[src/rtl/jpeg_pkg.sv]
// rtl/jpeg_pkg.sv - shared JPEG front-end types and constants
package jpeg_pkg;

    localparam int JPEG_BLK_LEN = 64;

    typedef enum logic [1:0] {
        COMP_Y  = 2'd0,
        COMP_CB = 2'd1,
        COMP_CR = 2'd2
    } comp_t;

    typedef enum logic {
        IDLE  = 1'b0,
        BURST = 1'b1
    } arb_state_t;

endpackage

[src/rtl/rr_pick.sv]
// rtl/rr_pick.sv - combinational round-robin priority selector
module rr_pick #(
    parameter int N  = 3,
    parameter int IW = (N > 1) ? $clog2(N) : 1
) (
    input  logic [N-1:0]  req,
    input  logic [IW-1:0] last,
    output logic          any,
    output logic [IW-1:0] idx
);

    localparam logic [IW:0] NV = (IW+1)'(N);

    logic [IW:0] cand;

    // Scan from last+1 upward (mod N); the first set request wins.
    always_comb begin
        any  = 1'b0;
        idx  = '0;
        cand = '0;
        for (int k = 1; k <= N; k++) begin
            cand = {1'b0, last} + (IW+1)'(k);
            if (cand >= NV) begin
                cand = cand - NV;
            end
            if (!any && req[cand[IW-1:0]]) begin
                any = 1'b1;
                idx = cand[IW-1:0];
            end
        end
    end

endmodule

[src/rtl/jpeg_block_arbiter.sv]
// rtl/jpeg_block_arbiter.sv - round-robin whole-block scheduler for the shared DCT datapath
module jpeg_block_arbiter
    import jpeg_pkg::*;
#(
    parameter int NREQ    = 3,
    parameter int DW      = 8,
    parameter int BLK_LEN = JPEG_BLK_LEN,
    parameter int CW      = $clog2(NREQ)
) (
    input  logic              clk,
    input  logic              rst_n,
    input  logic [NREQ-1:0]   req_valid,
    input  logic [NREQ*DW-1:0] req_data,
    output logic [NREQ-1:0]   req_ready,
    output logic              dp_valid,
    output logic [DW-1:0]     dp_data,
    output logic [CW-1:0]     dp_comp,
    output logic              dp_first,
    output logic              dp_last,
    input  logic              dp_ready,
    output logic              busy,
    output logic              blk_done,
    output logic [15:0]       blk_cnt
);

    localparam int              CNTW     = $clog2(BLK_LEN);
    localparam logic [CW-1:0]   LAST_RST = CW'(NREQ - 1);
    localparam logic [CNTW-1:0] CNT_MAX  = CNTW'(BLK_LEN - 1);

    arb_state_t      state_q, state_d;
    logic [CW-1:0]   grant_q, grant_d;
    logic [CW-1:0]   last_q, last_d;
    logic [CNTW-1:0] cnt_q, cnt_d;
    logic            blk_done_q, blk_done_d;
    logic [15:0]     blk_cnt_q, blk_cnt_d;

    logic            pick_any;
    logic [CW-1:0]   pick_idx;
    logic            hs;

    rr_pick #(
        .N  (NREQ),
        .IW (CW)
    ) u_pick (
        .req  (req_valid),
        .last (last_q),
        .any  (pick_any),
        .idx  (pick_idx)
    );

    // Zero-latency pass-through of the granted source plus block-position tags.
    always_comb begin
        busy      = (state_q == BURST);
        dp_valid  = busy && req_valid[grant_q];
        dp_data   = req_data[int'(grant_q)*DW +: DW];
        req_ready = '0;
        if (busy) begin
            req_ready[grant_q] = dp_ready;
        end
        dp_first  = dp_valid && (cnt_q == '0);
        dp_last   = dp_valid && (cnt_q == CNT_MAX);
        hs        = dp_valid && dp_ready;
        dp_comp   = grant_q;
        blk_done  = blk_done_q;
        blk_cnt   = blk_cnt_q;
    end

    // Next-state: arbitrate in IDLE, hold the grant for one whole block in BURST.
    always_comb begin
        state_d    = state_q;
        grant_d    = grant_q;
        last_d     = last_q;
        cnt_d      = cnt_q;
        blk_done_d = 1'b0;
        blk_cnt_d  = blk_cnt_q;
        case (state_q)
            IDLE: begin
                if (pick_any) begin
                    grant_d = pick_idx;
                    cnt_d   = '0;
                    state_d = BURST;
                end
            end
            BURST: begin
                if (hs) begin
                    if (cnt_q == CNT_MAX) begin
                        last_d     = grant_q;
                        cnt_d      = '0;
                        blk_done_d = 1'b1;
                        blk_cnt_d  = blk_cnt_q + 16'd1;
                        state_d    = IDLE;
                    end else begin
                        cnt_d = cnt_q + CNTW'(1);
                    end
                end
            end
            default: state_d = IDLE;
        endcase
    end

    // State and registered outputs; reset abandons any partial block.
    always_ff @(posedge clk or negedge rst_n) begin
        if (!rst_n) begin
            state_q    <= IDLE;
            grant_q    <= '0;
            last_q     <= LAST_RST;
            cnt_q      <= '0;
            blk_done_q <= 1'b0;
            blk_cnt_q  <= '0;
        end else begin
            state_q    <= state_d;
            grant_q    <= grant_d;
            last_q     <= last_d;
            cnt_q      <= cnt_d;
            blk_done_q <= blk_done_d;
            blk_cnt_q  <= blk_cnt_d;
        end
    end

endmodule

[config.mk]
export PLATFORM = sky130hd
export DESIGN_NAME = jpeg_block_arbiter
export DESIGN_NICKNAME = d
export VERILOG_FILES = /design/src/rtl/jpeg_pkg.sv /design/src/rtl/rr_pick.sv /design/src/rtl/jpeg_block_arbiter.sv
export SDC_FILE = /design/constraint.sdc
export NUM_CORES = 1
export LEC_CHECK = 0
export ABC_AREA = 0
export CAP_MARGIN = 20
export CORE_AREA = 4 4 68 70
export CTS_CLUSTER_DIAMETER = 50
export DETAILED_ROUTE_END_ITERATION = 10
export DIE_AREA = 0 0 72 74
export GPL_TIMING_DRIVEN = 0
export PLACE_DENSITY_LB_ADDON = 0.08
export SETUP_SLACK_MARGIN = 0.02
export SLEW_MARGIN = 20
export SYNTH_ARGS = -nofsm -noshare
export SYNTH_HDL_FRONTEND = slang
export SYNTH_SLANG_ARGS = --single-unit
[constraint.sdc]
create_clock -name clk -period 2.8 [get_ports clk]
set_input_delay 0.28 -clock clk [delete_from_list [all_inputs] [get_ports clk]]
set_output_delay 0.28 -clock clk [all_outputs]
set_load 0.02 [all_outputs]
==> results of run 1 <==
registers in the layout, summed over array words and instances, names as in the netlist:
name and flops:
blk_cnt 16, cnt_q 6, dp_comp 2, last_q 2, blk_done 1, busy 1
critical path, cell delays in order, from the launching register on:
cell and delay, ns:
dfrtp_1 0.35, buf_4 0.15, clkbuf_1 0.48, mux2i_1 0.17, o21ai_0 0.16, clkdlybuf4s50_1 0.63
routing by layer:
layer	track usage	up-vias	share of wire
met4	0.04384	0	0.010
li1	-	782	-
met3	0.02162	4	0.023
met2	0.2929	23	0.49
met1	0.2308	710	0.48
met5	0	-	0
cells by family after synthesis:
kind of cell	Yosys count	share of synthesized area
adder cells (fa/ha/maj)	6	0.04341
XOR/XNOR	15	0.07598
multiplexers	10	0.05861
AO/OA/AOI/OAI	37	0.1360
AND/OR/NAND/NOR	69	0.2366
buffers and inverters	18	0.04341
flip-flops	28	0.4059
area by class of cell:
| cell class | instances | share of cell area |
|---|---|---|
| multi-input cells | 137 | 0.3826 |
| well taps | 50 | 0.02514 |
| clock buffers | 3 | 0.01659 |
| plain buffers | 6 | 0.01207 |
| flip-flops and latches | 28 | 0.2821 |
| clock inverters | 1 | 0.01207 |
| inverters | 12 | 0.01810 |
| repair buffers | 63 | 0.2514 |
final timing paths:
path	start	endpoint
min in group clk	blk_cnt[15]$_DFFE_PN0P_	blk_cnt[15]$_DFFE_PN0P_
min	rst_n	cnt_q[0]$_DFFE_PN0P_
max reg2reg	last_q[1]$_DFFE_PN1P_	cnt_q[3]$_DFFE_PN0P_
max	dp_comp[1]$_DFFE_PN0P_	dp_data[7]
min reg2reg	blk_cnt[15]$_DFFE_PN0P_	blk_cnt[15]$_DFFE_PN0P_
max in group asynchronous	rst_n	blk_done$_DFF_PN0_
cells in the mapped netlist (3+ instances only):
master    count  area share
a21boi_0      3       0.013
a21oi_1       5       0.014
a31oi_1       3       0.011
and3_1        5       0.018
clkbuf_1      4      0.0087
dfrtp_1      27        0.39
ha_1          6       0.043
inv_1        12       0.026
mux2i_1       9       0.052
nand2_1      20       0.043
nand2b_1      4       0.014
nand3_1       6       0.017
nand3b_1      3       0.013
nand4_1       9       0.033
nor2_1        5       0.011
nor3_1        5       0.014
o21ai_0      15       0.043
xnor2_1      13       0.066
power groups by stage:
stage / combinational, mW / sequential, mW / clock, mW
CTS: 0.284 / 0.483 / 0.326
finish: 0.279 / 0.483 / 0.318
detailed placement: 0.282 / 0.490 / 0
global route: 0.311 / 0.491 / 0.346
floorplan: 0.159 / 0.485 / 0
global placement: 0.278 / 0.490 / 0
==> impl_metrics.env, run 1 <==
export IMPL_yosys_warnings=0
export IMPL_drt_total_wl_um=4345
export IMPL_avgSynthCellArea_um2=9.449
export IMPL_area_growth_pct=43.92
export IMPL_grt_pass1_vias=1497
export IMPL_layout_common_cells="62 x clkdlybuf4s50_1, 27 x dfrtp_1, 20 x nand2_1"
export IMPL_cp_arrival_ns=2.21
export IMPL_crit_type="register to output port"
export IMPL_antenna_found_initial=0
export IMPL_ant_nets=0
export IMPL_switching_power_mw=0.3080
export IMPL_finalNonFillerCells=300
export IMPL_grt_ovfl_total=0
export IMPL_place_area_um2=2417
export IMPL_clk_pin_slew_worst_paths_ns=0.09
export IMPL_fin_skew_ns=0.004675
export IMPL_status="complete, no violations"
export IMPL_fill_cells=361
export IMPL_routedWlPerCell_um=14.48
export IMPL_dr_first_iter_drc_count=50
export IMPL_hpwl_um=3317
export IMPL_ff_latch_area_um2=701.9
export IMPL_finalWeightedCongestion=0.8601
export IMPL_synth_seq_area_share=0.4059
export IMPL_h_tree_depth=1
export IMPL_yosysUniqueCellTypes=42
export IMPL_port_buffers=63
export IMPL_cts_setup_buffers=0
export IMPL_pin_count=64
export IMPL_viasPerCell=5.063
export IMPL_ff2ff_setup_slack_ns=0.56
export IMPL_internal_power_mw=0.7712
export IMPL_grt_first_pass_wirelength_um=7245
export IMPL_drv_cap=0
export IMPL_drc=0
export IMPL_cts_hold_buf=0
export IMPL_slew_headroom=0.5704
export IMPL_finalMaxSlewViolations=0
export IMPL_rsz0062_at_grt="no"
export IMPL_worstPathMaxFanout=10
export IMPL_rows=23
export IMPL_final_core_util=0.6267
export IMPL_cts_root_buf="clkbuf_8"
export IMPL_diodes=0
export IMPL_cp_start_kind="register"
export IMPL_reg2reg_depth=7
export IMPL_layout_commonest_cell="clkdlybuf4s50_1"
export IMPL_cts_resized=0
export IMPL_max_clock_freq_mhz=401.5
export IMPL_p_leak_nw=1.073
export IMPL_die_w_um=72
export IMPL_finalPower_mw=1.079
export IMPL_combPwrFrac=0.258
export IMPL_fin_area_um2=2489
export IMPL_worstMarginPinSlew_ns=0.6443
export IMPL_synth_area_um2=1729
export IMPL_clock_path_buffers=2
export IMPL_clock_power_share=0.294
export IMPL_fin_hold_ws_ns=0.02171
export IMPL_min_path_type="input port to async pin"
export IMPL_start_util=0.4354
export IMPL_synth_edf_count=0
export IMPL_multi_input_area_um2=952.2
export IMPL_cts_made_buffers=3
export IMPL_place_inst=296
export IMPL_worst_setup_path_end_kind="output port"
export IMPL_p_seq_frac=0.448
export IMPL_power_share_switching=0.2854
export IMPL_fp_dieArea_um2=5328
export IMPL_async_flop_share=1.000
export IMPL_min_period_ns=2.491
export IMPL_coreArea_um2=3971
export IMPL_route_vias_total=1519
export IMPL_tns_ns=0
export IMPL_cp_required_ns=2.52
export IMPL_layout_drive_gt1_share=0.06400
export IMPL_first_pass_iters=4
export IMPL_die_y_um=74
export IMPL_place_ws_ns=0.4232
export IMPL_syn_nets=219
export IMPL_grt_max_degree=29
export IMPL_synth_ff_type="dfrtp_1"
export IMPL_cts_tree="built"
export IMPL_fin_crit_sh=0.8896
export IMPL_synthCells=183
export IMPL_hold_violations=0
export IMPL_ys_seq_elements=28
export IMPL_powerDensity_nw_per_um2=433.7
export IMPL_ir_worst_vdd_mv=0.3463
export IMPL_insertion_delay_ns=0.27
export IMPL_worst_slack_ns=0.3091
export IMPL_nets=287
export IMPL_final_setup_viol_count=0
export IMPL_cts_sinks=28
export IMPL_grt_util_all_layers=0.1708
Note: power is estimated with default switching activity, not from simulation.
==> inputs of run 2 (changes only) <==
PLACE_DENSITY = 0.83   (was unset)
PLACE_DENSITY_LB_ADDON = unset   (was 0.08)
==> run 2 against run 1 <==
Combinational power about the same. Utilization unchanged. Critical path depth unchanged. Sequential cell count unchanged. Hold slack worse by 0.019 ns. Cell count unchanged. Non-clock buffer count unchanged. Register-to-register slack worse by 0.08 ns. Cell area unchanged. Largest power group unchanged.
==> impl_metrics.env, run 2 (synthesis gave the netlist of run 1 again) <==
export IMPL_status="complete, no violations"
export IMPL_finalWeightedCongestion=0.8316
export IMPL_r2r_start="last_q[1]$_DFFE_PN1P_"
export IMPL_switching_power_mw=0.3140
export IMPL_p_leak_nw=1.073
export IMPL_h_tree_depth=1
export IMPL_fin_crit_sh=0.8989
export IMPL_rr_endpoint="cnt_q[0]$_DFFE_PN0P_"
export IMPL_antenna_found_initial=0
export IMPL_viasPerCell=5.413
export IMPL_drc=0
export IMPL_die_w_um=72
export IMPL_ir_worst_vdd_mv=0.3020
export IMPL_cp_cell_sequence="buf_4, clkbuf_1, mux2i_1, o21ai_0, clkdlybuf4s50_1"
export IMPL_drv_cap=0
export IMPL_route_vias_total=1624
export IMPL_worst_setup_path_end_kind="output port"
export IMPL_finalMaxSlewViolations=0
export IMPL_cts_resized=0
export IMPL_rsz0062_at_grt="no"
export IMPL_hpwl_um=3399
export IMPL_cts_made_buffers=3
export IMPL_cp_arrival_ns=2.24
export IMPL_worstMarginPinSlew_ns=0.6115
export IMPL_cp_top_family="buffers and inverters"
export IMPL_cts_setup_buffers=0
export IMPL_max_stage_delay_ns=0.63
export IMPL_diodes=0
export IMPL_first_pass_iters=4
export IMPL_grt_util_all_layers=0.1766
export IMPL_crit_type="register to output port"
export IMPL_layout_commonest_cell="clkdlybuf4s50_1"
export IMPL_grt_first_pass_wirelength_um=7541
export IMPL_cp_required_ns=2.52
export IMPL_port_buffers=63
export IMPL_clock_power_share=0.292
export IMPL_cp_start_kind="register"
export IMPL_final_core_util=0.6267
export IMPL_grt_max_degree=29
export IMPL_finalPower_mw=1.085
export IMPL_tns_ns=0
export IMPL_coreArea_um2=3971
export IMPL_internal_power_mw=0.7710
export IMPL_cts_hold_buf=0
export IMPL_finalNonFillerCells=300
export IMPL_cts_tree="built"
export IMPL_min_period_ns=2.517
export IMPL_fin_skew_ns=0.005013
export IMPL_area_growth_pct=43.92
export IMPL_reg2reg_depth=7
export IMPL_combPwrFrac=0.260
export IMPL_dr_first_iter_drc_count=60
export IMPL_rows=23
export IMPL_routedWlPerCell_um=14.96
export IMPL_die_y_um=74
export IMPL_cts_root_buf="clkbuf_8"
export IMPL_insertion_delay_ns=0.27
export IMPL_pin_count=64
export IMPL_largest_register_ffs=16
export IMPL_cts_sinks=28
export IMPL_grt_ovfl_total=0
export IMPL_powerDensity_nw_per_um2=436.0
export IMPL_power_share_switching=0.2894
export IMPL_ant_nets=0
export IMPL_drt_total_wl_um=4488
export IMPL_ff2ff_setup_slack_ns=0.48
export IMPL_crit_slowest_cell="clkdlybuf4s50_1"
export IMPL_layout_drive_gt1_share=0.06400
export IMPL_layout_common_cells="62 x clkdlybuf4s50_1, 27 x dfrtp_1, 20 x nand2_1"
export IMPL_fp_dieArea_um2=5328
export IMPL_clk_pin_slew_worst_paths_ns=0.10
export IMPL_final_setup_viol_count=0
export IMPL_worstPathMaxFanout=10
export IMPL_nets=287
export IMPL_hold_violations=0
export IMPL_grt_pass1_vias=1610
export IMPL_clock_path_buffers=2
export IMPL_start_util=0.4354
export IMPL_min_path_type="input port to async pin"
export IMPL_slew_headroom=0.5923
export IMPL_place_inst=296
export IMPL_crit_buf_inv=3
export IMPL_p_seq_frac=0.449
export IMPL_max_clock_freq_mhz=397.3
==> run 2: cell counts in the layout (fill, tap and decap cells not counted) <==
Identical to the previous run, type by type.
==> run 2: how the worst max path moves through the flow <==
stage	depth (start not counted)	endpoint	slack [ns]	start
after floorplan	7	cnt_q[3]$_DFFE_PN0P_	0.85	last_q[1]$_DFFE_PN1P_
after global placement	6	dp_first	0.40	req_valid[2]
after detailed placement	6	dp_first	0.42	req_valid[2]
after CTS	5	dp_data[0]	0.24	dp_comp[1]$_DFFE_PN0P_
after global routing	5	dp_data[0]	0.12	dp_comp[1]$_DFFE_PN0P_
final	5	dp_data[3]	0.28	dp_comp[1]$_DFFE_PN0P_
==> run 2: power groups by stage <==
stage	Sequential (mW)	Combinational, mW	Clock, mW
after floorplan	0.485	0.159	0
after global placement	0.489	0.274	0
after detailed placement	0.491	0.282	0
after CTS	0.485	0.285	0.320
after global routing	0.492	0.316	0.335
final	0.487	0.282	0.317
==> run 2: layout make-up <==
type	count	area, um2
fill	332	1483
sequential	28	701.9
clock inverter	1	30.03
inverter	12	45.04
multi-input combinational	137	952.2
clock buffer	3	41.29
buffer	6	30.03
timing repair buffer	63	625.6
tap	50	62.56
==> run 2: metal layers <==
layer	global-route usage	share of wire	vias to the layer above
met5	0	0	-
met4	0.06054	0.014	0
met3	0.03243	0.076	6
met2	0.2959	0.48	59
met1	0.2318	0.43	771
li1	-	-	788
==> run 2: metrics by stage <==
stage	hold slack (ns)	worst slack (ns)	cell area (um2)
global route	0.05079	0.1234	2489
global placement	0.4622	0.3978	2422
finish	0.002317	0.2830	2489
CTS	0.02802	0.2401	2489
floorplan	-0.01559	0.8533	1729
detailed placement	0.3330	0.4151	2417
==> inputs of run 3 (changes only) <==
RECOVER_POWER = 100   (was unset)
==> run 3 against run 2 <==
The flow now finishes with violations (max-capacitance violations). Combinational power down 4%. Critical path depth stayed put. Register-to-register slack got worse by 0.14 ns. Global-route usage stayed put. Largest cell class unchanged.
==> impl_metrics.env, run 3 (synthesis gave the netlist of run 1 again) <==
export IMPL_grt_util_all_layers=0.1766
export IMPL_cts_resized=0
export IMPL_routedWlPerCell_um=15.09
export IMPL_tns_ns=0
export IMPL_dr_first_iter_drc_count=50
export IMPL_cts_setup_buffers=0
export IMPL_reg2reg_depth=7
export IMPL_drv_cap=1
export IMPL_layout_drive_gt1_share=0.03600
export IMPL_insertion_delay_ns=0.27
export IMPL_route_vias_total=1632
export IMPL_h_tree_depth=1
export IMPL_worstPathMaxFanout=10
export IMPL_finalWeightedCongestion=0.8316
export IMPL_worst_setup_path_end_kind="output port"
export IMPL_cp_required_ns=2.52
export IMPL_cts_root_buf="clkbuf_8"
export IMPL_max_stage_delay_ns=0.66
export IMPL_cp_cell_sequence="buf_4, clkbuf_1, mux2i_1, o21ai_0, dlygate4sd3_1"
export IMPL_fin_crit_sh=0.9145
export IMPL_first_pass_iters=4
export IMPL_fin_skew_ns=0.003221
export IMPL_hold_violations=0
export IMPL_cts_hold_buf=0
export IMPL_cts_tree="built"
export IMPL_hpwl_um=3399
export IMPL_wl_met3_um=332
export IMPL_die_w_um=72
export IMPL_pin_count=64
export IMPL_cp_arrival_ns=2.28
export IMPL_layout_commonest_cell="dlygate4sd3_1"
export IMPL_clk_pin_slew_worst_paths_ns=0.09
export IMPL_largest_register_ffs=16
export IMPL_crit_buf_inv=3
export IMPL_p_leak_nw=1.122
export IMPL_powerDensity_nw_per_um2=437.9
export IMPL_min_path_type="input port to async pin"
export IMPL_final_setup_viol_count=0
export IMPL_max_clock_freq_mhz=390.6
export IMPL_drc=0
export IMPL_coreArea_um2=3971
export IMPL_ir_worst_vdd_mv=0.3012
export IMPL_nets=287
export IMPL_min_period_ns=2.560
export IMPL_crit_end="dp_data[5]"
export IMPL_rr_endpoint="cnt_q[0]$_DFFE_PN0P_"
export IMPL_grt_first_pass_wirelength_um=7541
export IMPL_slew_headroom=0.006996
export IMPL_layout_common_cells="34 x dlygate4sd3_1, 28 x clkdlybuf4s50_1, 27 x dfrtp_1"
export IMPL_place_area_um2=2417
export IMPL_viasPerCell=5.440
export IMPL_cp_start_kind="register"
export IMPL_critPathLaunch="dp_comp[1]$_DFFE_PN0P_"
export IMPL_area_growth_pct=41.53
export IMPL_antenna_found_initial=0
export IMPL_ant_nets=0
export IMPL_start_util=0.4354
export IMPL_status="finished, violations left"
export IMPL_grt_pass1_vias=1610
export IMPL_die_y_um=74
export IMPL_grt_max_degree=29
export IMPL_met1_length_um=1996
export IMPL_drt_total_wl_um=4526
export IMPL_cts_made_buffers=3
export IMPL_cp_top_family="buffers and inverters"
export IMPL_grt_ovfl_total=0
export IMPL_cts_sinks=28
export IMPL_worstMarginPinSlew_ns=1.490
export IMPL_crit_type="register to output port"
export IMPL_ff2ff_setup_slack_ns=0.34
export IMPL_wl_met2_um=2144
export IMPL_port_buffers=63
export IMPL_fin_area_um2=2447
export IMPL_rows=23
export IMPL_rsz0062_at_grt="no"
export IMPL_diodes=0
export IMPL_r2r_start="last_q[1]$_DFFE_PN1P_"
export IMPL_crit_slowest_cell="dlygate4sd3_1"
export IMPL_cp_depth=5
export IMPL_failed_checks="max-capacitance violations"
export IMPL_fp_dieArea_um2=5328
export IMPL_clock_path_buffers=2
export IMPL_finalMaxSlewViolations=0
export IMPL_dr_max_layer_used="met4"
-- run 3: cell type report --
| cell class | instances | area, um2 |
|---|---|---|
| fillers | 339 | 1524 |
| multi-input cells | 137 | 915.9 |
| flip-flops and latches | 28 | 701.9 |
| repair buffers | 63 | 624.3 |
| well taps | 50 | 62.56 |
| inverters | 12 | 45.04 |
| clock buffers | 3 | 41.29 |
| clock inverters | 1 | 30.03 |
| plain buffers | 6 | 26.28 |
-- run 3: power by group --
group / switching (mW) / internal, mW / total [mW]
Clock: 0.125 / 0.191 / 0.316
Combinational: 0.139 / 0.131 / 0.271
Sequential: 0.0456 / 0.440 / 0.485
-- run 3: stage by stage --
| step | hold slack [ns] | std cells | power [mW] | worst slack, ns | util |
|---|---|---|---|---|---|
| detailed placement | 0.3330 | 296 | 0.7736 | 0.4151 | 0.6087 |
| global placement | 0.4622 | 296 | 0.7632 | 0.3978 | 0.6100 |
| global route | 0.4660 | 300 | 1.131 | 0.08009 | 0.6163 |
| finish | 0.3458 | 300 | 1.072 | 0.2395 | 0.6163 |
| floorplan | -0.01559 | 183 | 0.6439 | 0.8533 | - |
| CTS | 0.02802 | 300 | 1.091 | 0.2401 | 0.6267 |
-- run 3: metal layers --
layer  vias up  global-route usage
met1       776              0.2318
met3         4             0.03243
met2        62              0.2959
met4         0             0.06054
met5         -                   0
li1        790                   -
-- run 3: how the worst min path moves through the flow --
| stage | start | endpoint | slack (ns) | cells past startpoint |
|---|---|---|---|---|
| 3_3_place_gp | blk_cnt[15]$_DFFE_PN0P_ | blk_cnt[15]$_DFFE_PN0P_ | 0.46 | 1 |
| 6_report | rst_n | blk_cnt[4]$_DFFE_PN0P_ | 0.35 | 1 |
| 4_1_cts | rst_n | blk_cnt[4]$_DFFE_PN0P_ | 0.03 | 1 |
| 2_1_floorplan | rst_n | blk_cnt[0]$_DFFE_PN0P_ | -0.02 | 0 |
| 3_5_place_dp | rst_n | blk_cnt[4]$_DFFE_PN0P_ | 0.33 | 1 |
| 5_1_grt | rst_n | blk_cnt[4]$_DFFE_PN0P_ | 0.47 | 1 |
